<file path="src/rtl/bus_rr_scheduler.sv">
// Round-robin scheduler that moves packets from DRVRS driver FIFOs across one shared bus.
// Define BUS_SCHED_BCAST_EN to deliver BROADCAST packets to every driver except the source.
module bus_rr_scheduler #(
  parameter int          DRVRS     = 4,
  parameter int          PKG_SIZE  = 16,
  parameter logic [7:0]  BROADCAST = 8'hFF
) (
  input  logic                      clk,
  input  logic                      reset,
  input  logic [DRVRS-1:0]          pndng,
  input  logic [DRVRS*PKG_SIZE-1:0] d_pop,
  output logic [DRVRS-1:0]          pop,
  output logic [DRVRS-1:0]          push,
  output logic [PKG_SIZE-1:0]       d_push,
  output logic [3:0]                grant_id,
  output logic                      busy,
  output logic                      err
);

  typedef enum logic [1:0] {IDLE, POP, ROUTE, PUSH} state_t;

  state_t              state;
  state_t              next_state;
  logic [3:0]          last_grant;
  logic [3:0]          pick;
  logic                any_pndng;
  logic                pend_sel;
  logic [PKG_SIZE-1:0] head_pkt;
  logic [PKG_SIZE-1:0] pkt;
  logic [7:0]          dest;
  logic                route_ok;
  logic [DRVRS-1:0]    route_mask;
  logic [DRVRS-1:0]    push_mask;

  assign any_pndng = |pndng;
  assign dest      = pkt[PKG_SIZE-1 -: 8];

  // Scan downward so the lowest offset after last_grant is the one left standing.
  always_comb begin
    pick = grant_id;
    for (int k = DRVRS; k >= 1; k--) begin
      for (int i = 0; i < DRVRS; i++) begin
        if (pndng[i] && (i == (int'(last_grant) + k) % DRVRS)) begin
          pick = 4'(i);
        end
      end
    end
  end

  always_comb begin
    pend_sel = 1'b0;
    head_pkt = '0;
    for (int i = 0; i < DRVRS; i++) begin
      if (4'(i) == grant_id) begin
        pend_sel = pndng[i];
        head_pkt = d_pop[i*PKG_SIZE +: PKG_SIZE];
      end
    end
  end

  always_comb begin
    route_ok   = 1'b0;
    route_mask = '0;
    if ((int'(dest) < DRVRS) && (dest != {4'd0, grant_id})) begin
      route_ok = 1'b1;
      for (int i = 0; i < DRVRS; i++) begin
        route_mask[i] = (8'(i) == dest);
      end
    end
`ifdef BUS_SCHED_BCAST_EN
    else if (dest == BROADCAST) begin
      route_ok = 1'b1;
      for (int i = 0; i < DRVRS; i++) begin
        route_mask[i] = (4'(i) != grant_id);
      end
    end
`endif
  end

  always_ff @(posedge clk or negedge reset) begin
    if (!reset) begin
      state <= IDLE;
    end else begin
      state <= next_state;
    end
  end

  // Strobes are decoded from the state so an asynchronous reset clears them at once.
  always_comb begin
    next_state = state;
    pop        = '0;
    push       = '0;
    err        = 1'b0;
    busy       = (state != IDLE);
    case (state)
      IDLE: begin
        if (any_pndng) begin
          next_state = POP;
        end
      end
      POP: begin
        if (pend_sel) begin
          for (int i = 0; i < DRVRS; i++) begin
            pop[i] = (4'(i) == grant_id);
          end
          next_state = ROUTE;
        end else begin
          next_state = IDLE;
        end
      end
      ROUTE: begin
        if (route_ok) begin
          next_state = PUSH;
        end else begin
          err        = 1'b1;
          next_state = IDLE;
        end
      end
      PUSH: begin
        push       = push_mask;
        next_state = IDLE;
      end
      default: next_state = IDLE;
    endcase
  end

  // last_grant only moves once a packet is delivered or dropped, never on a withdrawn request.
  always_ff @(posedge clk or negedge reset) begin
    if (!reset) begin
      grant_id   <= 4'd0;
      last_grant <= 4'(DRVRS - 1);
      pkt        <= '0;
      push_mask  <= '0;
      d_push     <= '0;
    end else begin
      case (state)
        IDLE: begin
          if (any_pndng) begin
            grant_id <= pick;
          end
        end
        POP: begin
          if (pend_sel) begin
            pkt <= head_pkt;
          end
        end
        ROUTE: begin
          if (route_ok) begin
            push_mask <= route_mask;
            d_push    <= pkt;
          end else begin
            last_grant <= grant_id;
          end
        end
        PUSH: begin
          last_grant <= grant_id;
        end
        default: ;
      endcase
    end
  end

endmodule

</file>
<file path="config.mk">
export PLATFORM = sky130hd
export DESIGN_NAME = bus_rr_scheduler
export DESIGN_NICKNAME = d
export VERILOG_FILES = /design/src/rtl/bus_rr_scheduler.sv
export SDC_FILE = /design/constraint.sdc
export NUM_CORES = 1
export LEC_CHECK = 0
export BUFFER_PORTS_ARGS = -buffer_cell sky130_fd_sc_hd__buf_2
export CAP_MARGIN = 20
export CORE_ASPECT_RATIO = 1.75
export CORE_MARGIN = 3
export CORE_UTILIZATION = 47
export DETAILED_ROUTE_END_ITERATION = 8
export MAX_ROUTING_LAYER = met4
export PLACE_DENSITY = 0.8
export SYNTH_ARGS = -nofsm -noshare
export SYNTH_HDL_FRONTEND = slang
export SYNTH_SLANG_ARGS = --single-unit
</file>
<file path="constraint.sdc">
create_clock -name clk -period 2.15 [get_ports clk]
set_input_delay 0.3225 -clock clk [delete_from_list [all_inputs] [get_ports clk]]
set_output_delay 0.3225 -clock clk [all_outputs]
set_load 0.02 [all_outputs]
</file>
==> results of run 1 <==
cells by family after synthesis:
group | after synthesis
buf+inv | 12
mux | 44
other cells | 1
xor+xnor | 2
simple gates | 42
compound gates | 19
flops | 42
cell usage in the layout (no fill, tap or decap), types with 3 or more instances in the layout:
cell type	synthesis	layout
nor2_1	6	6
buf_4	3	7
mux2_2	24	24
clkbuf_8	0	5
and2_1	7	7
and3_1	4	4
mux4_2	16	16
a21oi_1	3	3
mux2_4	4	4
o21ai_0	7	7
buf_2	4	97
nand2_1	9	9
nor2b_1	4	4
dfrtp_1	40	39
worst max path at each step:
stage | cells after the start | end | slack [ns]
after global placement | 4 | last_grant[1] | 0.35
after floorplan | 3 | pop[2] | 0.16
final | 4 | err | 0.14
after detailed placement | 4 | last_grant[0] | 0.28
after CTS | 4 | err | 0.03
after global routing | 4 | err | 0.08
sequential cells by signal, indices dropped and copies added, names as in the netlist:
signal,cells
d_push,16
pkt,16
push_mask,4
grant_id,2
last_grant,2
state,2
stage by stage:
stage	total power [mW]	cells	setup slack [ns]
6_report	3.82	315	0.140
5_1_grt	4.07	315	0.0778
4_1_cts	3.86	315	0.0337
3_5_place_dp	3.10	307	0.280
3_3_place_gp	3.04	307	0.353
2_1_floorplan	2.66	163	0.160
area by class of cell:
class / count / area (µm²) / area share (%)
clock buffer: 5 / 68.8 / 2.37
clock inverter: 3 / 68.8 / 2.37
inverter: 1 / 3.75 / 0.129
multi-input combinational: 109 / 1110 / 38.2
sequential: 42 / 1050 / 36.3
tap: 51 / 63.8 / 2.19
timing repair buffer: 104 / 538 / 18.5
power by group through the flow:
stage / clock network (mW) / logic (mW) / registers, mW
final: 0.749 / 1.66 / 1.41
after global routing: 0.796 / 1.82 / 1.46
after CTS: 0.766 / 1.69 / 1.41
after detailed placement: 0 / 1.68 / 1.41
after global placement: 0 / 1.64 / 1.40
after floorplan: 0 / 1.25 / 1.41
per-layer routing:
layer | share of wire [%] | GRT usage, % | vias up
met5 | 0 | - | -
met3 | 5.2 | 2.66 | 9
li1 | - | - | 800
met4 | 2.5 | 8.75 | 0
met1 | 38 | 23.8 | 856
met2 | 54 | 32.8 | 58
cell usage after synthesis:
master and count:
and4b_1 1, nor4_2 1, nand2_1 9, clkbuf_1 2, mux2_2 24, a21oi_1 3
o2bb2ai_1 1, o221a_2 1, conb_1 1, o21a_1 1, a221oi_1 1, a21oi_4 1
nor4b_1 1, inv_1 1, mux4_2 16, nor2_1 6, dfrtp_1 40, buf_2 4
or2b_1 1, buf_6 2, xor2_1 2, o2111ai_4 1, nor4_1 2, and3_1 4
nand3_1 1, o31ai_1 1, nor3_2 2, o21ai_0 7, buf_4 3, mux2_4 4
or2_2 1, nand2b_1 2, dfstp_2 2, o211ai_1 1, and2_1 7, o22ai_1 1
nor2b_1 4
timing repair:
| action | in CTS | in global routing |
|---|---|---|
| setup endpoints to repair | 0 | 2 |
| resized for setup | 0 | 1 |
| buffers inserted | 0 | 0 |
| endpoints found under the hold margin | 0 | 0 |
==> run metrics, run 1 <==
status finished clean; PortBufs a little under 100; Net Sw Frac approximately a third; global-route wire length before repair around 8.4 mm; sequential fraction of the synthesis area between 40% and 50%; Worst Path Class, Setup reg2out; FP Rows 32; Compound-Gate Fraction of Synth Area 6.71%; vias per inst approximately 5.5; XOR/XNOR Fraction of Synth Area less than 1%; mux contribution to synthesized area 30.9%; Worst R2R Setup Slack 0.35 ns; combinational fraction of design power ~44%; post-route DRC violation count 0; Die Ht just under 100 µm; area leader, netlist dfrtp_1; CTS clk-pin slew, worst paths approximately 0.08 ns; clk root buf clkbuf_8; Synth Instances roughly 160; post-synthesis adder-cell area fraction 0%; Mapped Area 2240 µm²; hpwl dp approximately 3.9 mm; MaxCap Viol Count 0; GRT Resource Usage Total around a fifth; Area Overhead vs Synth 30.0%; CP endpoint kind primary output; Worst IR Drop VDD 920 µV; Synth top area share 44.7%; crit-path max FO 8; final worst-path cycle share between 90% and 100%; crit path launch grant_id[0]; Initial DRC Count between 40 and 50; P_leak 1.47 nW; io pins 100; Critical Path Source Type flip-flop; worst-case reg-to-reg path depth 6; RSZ-0062 raised after global routing false; ANT nets after route 0; DR pass1 iterations 4; clock share of power between 10% and 20%; vias in the first global route around 1800; setup TNS 0 ns; Avg Inst Size Synth between 10 and 15 µm²; r2r endpoint pkt[9]; crit path time final about 2.0 ns; die area roughly 5700 µm²; Die X between 50 and 60 µm; post-cts hold buffer count 0; Tightest Pin Transition around 0.9 ns; crit path DAT ~1.7 ns; Final setup viols 0; CP cell instances xor2_1 > o211ai_1 > and2_1 > buf_2; WL/cell approximately 16 µm; initial antenna violation count 0; pwr dens between 1000 and 1500 nW/µm²; distinct cell type count after synthesis 37; H-tree Lvls 2; maximum root-to-sink buffer count 2; Post-Layout Inst Area between 2000 and 3000 µm²; clock tree sinks 42; max incr delay on CP ~0.58 ns; reg-to-reg startpoint grant_id[0]; register bit total from synthesis 42; final WL 5.01 mm; pin count of the biggest net entering global routing 43; routed vias between 1500 and 2000; worst endpoint required time ~1.8 ns; CP max stage cell dfrtp_1; Filler cells ~360; Finished Core Util between 60 and 70%; Worst path top cell family by delay flip-flops; Clk Latency, worst-skew pair around 0.3 ns; Synth Warn # 0; Max Clock Freq between 400 and 500 MHz; largest cells by area after synthesis dfrtp_1 (45%), mux4_2 (16%), mux2_2 (12%); Initial Util between 40% and 50%; Slew Limit Fails 0; layout net count between 300 and 400; Placed Area ~2800 µm²; cts bufs inserted 5; Int Power around 2.5 mW; grt ovf 0; Hold Path Class in2async; placeable core region ~4500 µm²; worst path bufs/invs 1; CTS tree yes; share of post-route cells with drive strength above 1 between 60% and 70%; largest family of logic cells by synthesized area multiplexers; Placer Congestion around 0.76; Final Hold Fails 0; worst-case clock skew between 0.007 and 0.008 ns; # diodes 0; Psw approximately 1.3 mW; Simple-Gate Fraction of Synth Area a little over a tenth; slew margin rel. between 30 and 40%; worst hold slack between 0.1 and 0.15 ns; register share of total power about 37%
Power figures use the tool's default switching activity.
==> run 2: changes to the inputs <==
--- a/config.mk
+++ b/config.mk
@@ -13,6 +13,7 @@
 export DETAILED_ROUTE_END_ITERATION = 8
 export MAX_ROUTING_LAYER = met4
 export PLACE_DENSITY = 0.8
+export SETUP_SLACK_MARGIN = 0.15
 export SYNTH_ARGS = -nofsm -noshare
 export SYNTH_HDL_FRONTEND = slang
 export SYNTH_SLANG_ARGS = --single-unit
==> run 2 against run 1 <==
  * Sequential power about the same
  * Routed wire length up 0.14%
  * Largest cell class unchanged
  * Largest power group unchanged
  * Worst hold slack better by 0.0011 ns
==> run metrics, run 2 (synthesized netlist as in run 1, its figures left out) <==
combinational fraction of design power between 40% and 50%; post-cts hold buffer count 0; register area roughly 1100 µm²; clock share of power 19.2%; Final Hold Fails 0; RSZ-0062 raised after global routing false; Worst IR Drop VDD slightly above 900 µV; clock tree sinks between 40 and 50; Max Clock Freq just over 500 MHz; io pins 100; vias in the first global route 1786; Tightest Pin Transition between 0.9 and 1 ns; register share of total power between 30% and 40%; hpwl dp about 3.9 mm; pin count of the biggest net entering global routing between 40 and 50; Critical Path Source Type flip-flop; FP Rows 32; CTS tree yes; Die Ht slightly below 100 µm; Die X between 50 and 60 µm; vias per inst approximately 5.4; routed vias roughly 1700; Final setup viols 0; PortBufs between 90 and 100; worst-case reg-to-reg path depth 5; final WL roughly 5.0 mm; slew margin rel. about two fifths; crit path DAT 1.64 ns; H-tree Lvls 2; maximum root-to-sink buffer count 2; pwr dens around 1300 nW/µm²; MaxCap Viol Count 0; Clk Latency, worst-skew pair 0.30 ns; GRT Resource Usage Total approximately a fifth; Largest regs d_push: 16 flops, pkt: 16 flops, push_mask: 4 flops; cts bufs inserted 5; WL/cell 15.7 µm; Filler cells roughly 360; most frequent cells in the layout buf_2 (97), dfrtp_1 (38), mux2_2 (24); Multi-input gate area 1130 µm²; share of post-route cells with drive strength above 1 a little under two thirds; global-route wire length before repair ~8.4 mm; Worst Path Class, Setup reg2out; worst endpoint required time 1.83 ns; Non-Filler Instances 319; CTS clk-pin slew, worst paths around 0.080 ns; layout net count roughly 340; Slew Limit Fails 0; setup TNS 0 ns; crit-path max FO 8; post-route DRC violation count 0; Psw 1.37 mW; Placed Area 2770 µm²; Area Overhead vs Synth 32.1%; Placer Congestion about 0.76; total power about 3.9 mW; # diodes 0; grt ovf 0; Net Sw Frac about a third; clk root buf clkbuf_8; dpl cells approximately 310; P_leak roughly 1.5 nW; Finished Core Util 65.9%; status finished clean; Place WS between 0.2 and 0.3 ns; ANT nets after route 0; DR pass1 iterations 4; placeable core region roughly 4500 µm²; Int Power around 2.5 mW; Initial DRC Count 50; Hold Path Class in2async; commonest non-fill, non-tap cell in the layout buf_2; final worst-path cycle share around 91%; Final WS setup ~0.19 ns; worst hold slack between 0.1 and 0.15 ns; initial antenna violation count 0; Post-Layout Inst Area around 3000 µm²; CP endpoint kind primary output; crit path time final 1.96 ns; die area between 5000 and 6000 µm²; worst-case clock skew 0.00763 ns; Initial Util roughly 50%
[run 2: cell types whose count changed in the layout (fill, tap and decap cells not counted)]
cell,previous run,this run
buf_4,7,11
dfrtp_1,39,38
dfrtp_2,1,2
nor3_2,2,1
nor3_4,0,1
nor4_2,1,0
nor4_4,0,1
[run 2: path summary, 6_finish.rpt]
kind | slack (ns) | startpoint | end
max | 0.19 | grant_id[0] | err
min | 0.15 | reset | d_push[6]
max reg2reg | 0.40 | grant_id[0] | pkt[9]
min reg2reg | 0.48 | push_mask[0] | push_mask[0]
max in group asynchronous | 1.37 | reset | grant_id[1]
min in group clk | 0.39 | pndng[2] | state[0]
[run 2: final cells by class]
type / instances / area share [%]
clock inverter: 3 / 2.33
tap: 51 / 2.16
sequential: 42 / 35.7
timing repair buffer: 108 / 19.2
inverter: 1 / 0.127
multi-input combinational: 109 / 38.1
clock buffer: 5 / 2.33
[run 2: what timing repair did]
item                                   CTS  global route
setup buffers                            0             4
endpoints found under the hold margin    0             0
setup endpoints to repair                2             2
pin swaps                                0             1
gates resized for setup                  2             2
[run 2: worst max-delay path, stage by stage (launching register included)]
cell	delay (ns)
dfrtp_2	0.50
xor2_1	0.36
o211ai_1	0.15
and2_1	0.18
buf_2	0.15
[run 2: per-layer routing]
| metal | vias to the layer above | GRT usage [%] | part of all wire (%) |
|---|---|---|---|
| met4 | 0 | 8.75 | 2.4 |
| met2 | 57 | 32.8 | 54 |
| li1 | 809 | - | - |
| met1 | 854 | 23.8 | 38 |
| met5 | - | - | 0 |
| met3 | 9 | 2.66 | 5.3 |
[run 2: power groups by stage]
stage	registers [mW]	logic (mW)	clock network (mW)
2_1_floorplan	1.41	1.25	0
3_3_place_gp	1.40	1.64	0
3_5_place_dp	1.41	1.68	0
4_1_cts	1.41	1.69	0.766
5_1_grt	1.46	1.91	0.796
6_report	1.41	1.75	0.749
